<file path="config.mk">
export PLATFORM = sky130hd
export DESIGN_NAME = ex_issue_queue
export DESIGN_NICKNAME = d
export VERILOG_FILES = /design/src/rtl/ex_issue_queue.sv
export SDC_FILE = /design/constraint.sdc
export NUM_CORES = 1
export LEC_CHECK = 0
export BUFFER_PORTS_ARGS = -buffer_cell sky130_fd_sc_hd__buf_4
export CAP_MARGIN = 20
export CORE_MARGIN = 1
export CORE_UTILIZATION = 60
export CTS_CLUSTER_DIAMETER = 30
export DETAILED_ROUTE_END_ITERATION = 8
export GPL_TIMING_DRIVEN = 1
export PLACE_DENSITY = 0.94
export SETUP_SLACK_MARGIN = 0.15
export SYNTH_ARGS = -nofsm -noshare
export SYNTH_HDL_FRONTEND = slang
export SYNTH_SLANG_ARGS = --single-unit
export TNS_END_PERCENT = 10
</file>
<file path="constraint.sdc">
create_clock -name clock_in -period 7.15 [get_ports clock_in]
set_clock_uncertainty 0.15 [all_clocks]
set_input_delay 0.715 -clock clock_in [delete_from_list [all_inputs] [get_ports clock_in]]
set_output_delay 0.715 -clock clock_in [all_outputs]
set_load 0.005 [all_outputs]
</file>
<file path="src/rtl/ex_issue_queue.sv">
// rtl/ex_issue_queue.sv - execute-stage issue FIFO feeding the ALU with a registered writeback slot
// Optional feature: define EX_ISSUE_BYPASS_EN to let an op issued into an empty
// queue with a free writeback slot skip the FIFO and complete in one edge.
module ex_issue_queue #(
    parameter int DATA_WIDTH = 32,
    parameter int DEPTH      = 4,
    parameter int RD_WIDTH   = 5
) (
    input  logic                         clock_in,
    input  logic                         reset_n_in,
    input  logic                         flush_in,
    input  logic                         issue_valid_in,
    output logic                         issue_ready_out,
    input  logic [3:0]                   issue_uop_in,
    input  logic [DATA_WIDTH-1:0]        issue_a_in,
    input  logic [DATA_WIDTH-1:0]        issue_b_in,
    input  logic [RD_WIDTH-1:0]          issue_rd_in,
    output logic [DATA_WIDTH-1:0]        alu_a_out,
    output logic [DATA_WIDTH-1:0]        alu_b_out,
    output logic [3:0]                   alu_uop_out,
    input  logic [DATA_WIDTH-1:0]        alu_result_in,
    output logic                         wb_valid_out,
    input  logic                         wb_ready_in,
    output logic [DATA_WIDTH-1:0]        wb_data_out,
    output logic [RD_WIDTH-1:0]          wb_rd_out,
    output logic [$clog2(DEPTH):0]       count_out
);

    localparam int PW = $clog2(DEPTH);
    localparam int CW = PW + 1;
    localparam int EW = 4 + 2 * DATA_WIDTH + RD_WIDTH;
    localparam logic [CW-1:0] FULL_CNT = CW'(DEPTH);

    // Entry layout: {uop, a, b, rd}
    logic [EW-1:0]         mem_q [DEPTH];
    logic [EW-1:0]         mem_d [DEPTH];
    logic [PW-1:0]         wr_ptr_q, wr_ptr_d;
    logic [PW-1:0]         rd_ptr_q, rd_ptr_d;
    logic [CW-1:0]         count_q, count_d;
    logic                  wb_valid_q, wb_valid_d;
    logic [DATA_WIDTH-1:0] wb_data_q, wb_data_d;
    logic [RD_WIDTH-1:0]   wb_rd_q, wb_rd_d;

    logic [EW-1:0]         head;
    logic [3:0]            head_uop;
    logic [DATA_WIDTH-1:0] head_a;
    logic [DATA_WIDTH-1:0] head_b;
    logic [RD_WIDTH-1:0]   head_rd;
    logic                  empty;
    logic                  slot_free;
    logic                  bypass;
    logic                  bypass_take;
    logic                  push;
    logic                  pop;

    assign head     = mem_q[rd_ptr_q];
    assign head_uop = head[EW-1 -: 4];
    assign head_a   = head[EW-5 -: DATA_WIDTH];
    assign head_b   = head[RD_WIDTH +: DATA_WIDTH];
    assign head_rd  = head[RD_WIDTH-1:0];

    // Handshake qualifiers; readiness comes from the registered count only,
    // so a full queue refuses a push even when it pops in the same cycle.
    always_comb begin
        empty           = (count_q == '0);
        issue_ready_out = (count_q != FULL_CNT);
        slot_free       = !wb_valid_q || wb_ready_in;
`ifdef EX_ISSUE_BYPASS_EN
        bypass          = empty && slot_free && !flush_in;
`else
        bypass          = 1'b0;
`endif
        bypass_take     = bypass && issue_valid_in;
        push            = issue_valid_in && issue_ready_out && !flush_in && !bypass_take;
        pop             = !empty && slot_free && !flush_in;
    end

    // ALU operand drive: head entry, bypassed issue fields, or zeros when idle
    always_comb begin
        alu_a_out   = '0;
        alu_b_out   = '0;
        alu_uop_out = 4'b0000;
        if (!empty) begin
            alu_a_out   = head_a;
            alu_b_out   = head_b;
            alu_uop_out = head_uop;
        end else if (bypass) begin
            alu_a_out   = issue_a_in;
            alu_b_out   = issue_b_in;
            alu_uop_out = issue_uop_in;
        end
    end

    // Next-state: FIFO storage, pointers, occupancy and writeback slot; flush wins
    always_comb begin
        mem_d      = mem_q;
        wr_ptr_d   = wr_ptr_q;
        rd_ptr_d   = rd_ptr_q;
        count_d    = count_q;
        wb_valid_d = wb_valid_q;
        wb_data_d  = wb_data_q;
        wb_rd_d    = wb_rd_q;

        if (push) begin
            mem_d[wr_ptr_q] = {issue_uop_in, issue_a_in, issue_b_in, issue_rd_in};
            wr_ptr_d        = wr_ptr_q + PW'(1);
        end
        if (pop) begin
            rd_ptr_d = rd_ptr_q + PW'(1);
        end
        case ({push, pop})
            2'b10:   count_d = count_q + CW'(1);
            2'b01:   count_d = count_q - CW'(1);
            default: count_d = count_q;
        endcase

        if (pop || bypass_take) begin
            wb_valid_d = 1'b1;
            wb_data_d  = alu_result_in;
            wb_rd_d    = pop ? head_rd : issue_rd_in;
        end else if (wb_ready_in) begin
            wb_valid_d = 1'b0;
        end

        if (flush_in) begin
            wr_ptr_d   = '0;
            rd_ptr_d   = '0;
            count_d    = '0;
            wb_valid_d = 1'b0;
        end
    end

    // State register with asynchronous active-low reset
    always_ff @(posedge clock_in or negedge reset_n_in) begin
        if (!reset_n_in) begin
            for (int i = 0; i < DEPTH; i++) begin
                mem_q[i] <= '0;
            end
            wr_ptr_q   <= '0;
            rd_ptr_q   <= '0;
            count_q    <= '0;
            wb_valid_q <= 1'b0;
            wb_data_q  <= '0;
            wb_rd_q    <= '0;
        end else begin
            for (int i = 0; i < DEPTH; i++) begin
                mem_q[i] <= mem_d[i];
            end
            wr_ptr_q   <= wr_ptr_d;
            rd_ptr_q   <= rd_ptr_d;
            count_q    <= count_d;
            wb_valid_q <= wb_valid_d;
            wb_data_q  <= wb_data_d;
            wb_rd_q    <= wb_rd_d;
        end
    end

    assign wb_valid_out = wb_valid_q;
    assign wb_data_out  = wb_data_q;
    assign wb_rd_out    = wb_rd_q;
    assign count_out    = count_q;

endmodule

</file>
==> flow_summary_export.csv <==
group,metric,value,unit
drt,drt_iter0_markers,700,
synthesis,synth_area_leaders,"dfrtp_1 (52%), mux2_4 (20%), mux4_2 (10%)",
drt,viasPerCell,5.77,
setup_path,r2r_slack,3.39,ns
run,maxCapViolCount,0,
clock_network,cts_buffer_depth,3,
global_routing,grt_max_degree,177,
clock_network,cts_buffers,69,
setup_path,critPathKind,"flip-flop to output port",
synthesis,synth_warnings,0,
sta,worst_slew_pin_slew,1.03,ns
cells_and_area,multi_input_area,0.00698,sq mm
setup_path,cp.arrival,3.19,ns
synthesis,syn_avg_cell_area,16.1,sq um
setup_path,cp_common_cell,"buf_4",
placed_design,place_congestion,0.736,
synthesis,synth_cell_type_count,38,
cells_and_area,finalNetCount,1348,
synthesis,synthArstFlopShare,100,%
global_routing,grt_pass1_vias,10515,
synthesis,syn-num-nets,1117,
global_routing,grt_pass1_wl,58500,um
sta,rsz0062_at_grt,"false",
floorplanning,die_w,166,um
cells_and_area,regArea,0.00844,sq mm
synthesis,yosys.area.top_type,"dfrtp_1",
synthesis,synthCells,1002,
floorplanning,num_io_pins,220,
synthesis,synth.top_cell.area_share,52.4,%
sta,fin_crit,4.06,ns
floorplanning,core,0.0262,sq mm
clock_network,cts_tree,"built",
global_routing,overflow,0,
floorplanning,dieHeight,166,um
sta,setup_viol,0,
drt,routedWlPerCell,21.9,um
floorplanning,rows,59,
sta,fmax,247,MHz
sta,slew_headroom,31.5,%
sta,hold_violations,0,
setup_path,end_kind,"output port",
clock_network,cts_resized,0,
power,leakage,9.82,nW
setup_path,slowest_stage,"dfrtp_4",
cells_and_area,drive_gt1_share,55.8,%
setup_path,critPathMaxFanout,42,
synthesis,synthFlopType,"dfrtp_1",
power,peakVddDrop,0.319,mV
power,pwr_density_cell,499,mW/mm^2
clock_network,clkSlewWorstSetupHoldPaths,0.05,ns
synthesis,synth_seq_area_share,52.4,%
synthesis,yosysMostFrequentCell,"dfrtp_1",
placed_design,pre_cts_ws,3.41,ns
floorplanning,start_util,61.4,%
sta,period_share,56.7,%
placed_design,hpwl,19800,um
status,status,"finished, violations left",
cells_and_area,num_antenna_cells,0,
floorplanning,die-area,0.0275,sq mm
clock_network,clock_latency,0.54,ns
synthesis,synth_edf_count,0,
synthesis,synth.cell_area,0.0161,sq mm
setup_path,path_cells,"buf_4, mux4_2, nor2b_1, buf_4",
cells_and_area,fill_cells,1445,
cells_and_area,syn_to_final_growth,24.2,%
global_routing,grt_antenna_before_repair,0,
worst_hold_path,hp-class,"input port to async pin",
drt,drc_errors,20,
status,violations,"design-rule violations",
clock_network,cts_root_buf,"clkbuf_16",
clock_network,cts_setup_buffers,0,
synthesis,synthTopCellsByCount,"dfrtp_1 (337), mux2_4 (210), nand2_1 (114)",
setup_path,max_stage_delay,0.89,ns
drt,antenna_left,0,
sta,worst_slack,3.09,ns
clock_network,htree_levels,3,
synthesis,synth_seq_cells,337,
drt,first_pass_iters,8,
clock_network,clkSinkCount,337,
setup_path,start_kind,"flip-flop",
clock_network,holdBufCountCts,0,
drt,wirelength,35500,um
sta,report.final.slew_viol_count,0,
drt,via_count,9339,
sta,finalSetupTns,0,ns
placed_design,port_buffers,219,
global_routing,track_usage,27.1,%
setup_path,cp.required,6.28,ns
-- critical path, delay by kind of cell (launching register included) --
family | cells | cell delay [ns]
mux | 1 | 0.60
buf+inv | 2 | 0.98
simple gates | 1 | 0.18
flops | 1 | 0.89
-- sequential cells by signal, summed over array words and instances (netlist names) --
register	count
wb_valid_out	1
wb_data_out	32
rd_ptr_q	2
wr_ptr_q	2
count_out	3
mem_q	292
wb_rd_out	5
-- power by group --
| group | internal (W) | switching (W) |
|---|---|---|
| clock network | 0.00223 | 0.00105 |
| logic | 0.00214 | 0.00121 |
| registers | 0.00275 | 0.000588 |
-- cells by family (layout without fill, tap and decap cells) --
family                     after synthesis  in the layout  share of synthesized area (%)
AOI/OAI and AO/OA                       15             15                          0.614
xor gates and xnor gates                 3              3                          0.163
adders and majority gates                5              5                          0.436
buffers and inverters                   71            353                           4.32
DFF                                    337            337                           52.4
muxes                                  365            365                           35.6
and+or+nand+nor                        206            206                           6.49
-- stage by stage --
stage	util (%)	cell area, sq um	cells	total power (W)	hold slack, ns
6_report	76.2	20000	1619	0.00997	0.0733
5_1_grt	76.2	20000	1619	0.0105	0.139
4_1_cts	76.2	20000	1619	0.0100	0.120
3_5_place_dp	67.1	17600	1497	0.00664	0.314
3_3_place_gp	67.1	17600	1497	0.00647	0.311
2_1_floorplan	-	16100	1002	0.00543	0.269
-- final timing paths --
| path | startpoint | endpoint | depth (start not counted) |
|---|---|---|---|
| max | rd_ptr_q[0] | alu_b_out[28] | 4 |
| min | reset_n_in | mem_q[259] | 1 |
| max reg2reg | count_out[1] | count_out[2] | 9 |
| min reg2reg | wb_rd_out[2] | wb_rd_out[2] | 2 |
| max in group asynchronous | reset_n_in | mem_q[21] | 2 |
| min in group clock_in | alu_result_in[0] | wb_data_out[0] | 3 |
-- per-layer routing --
layer / track usage (%) / up-vias / share of wire, %
li1: - / 4048 / -
met4: 10.8 / 0 / 2.6
met3: 6.15 / 78 / 6.1
met1: 35.6 / 4889 / 42
met5: 0 / - / 0
met2: 44.3 / 324 / 50
-- cells in the final DEF, fill, tap and decap left out, types with 7 or more instances in the layout --
master,synthesis,routed
mux4_2,73,73
nor2b_1,69,69
mux2_4,210,210
clkbuf_8,0,9
clkbuf_16,0,71
bufinv_16,0,9
dfrtp_1,337,335
nand2_1,114,114
buf_4,0,225
inv_6,0,7
clkinv_2,0,10
mux2_2,82,82
-- cell type report --
cell class              count  area share [%]
clock buffers              86            9.63
clock inverters            36            2.39
inverters                   4          0.0752
multi-input cells         594            34.9
flip-flops and latches    337            42.3
well taps                 335            2.10
repair buffers            227            8.63
(Power assumes the default switching activity.)
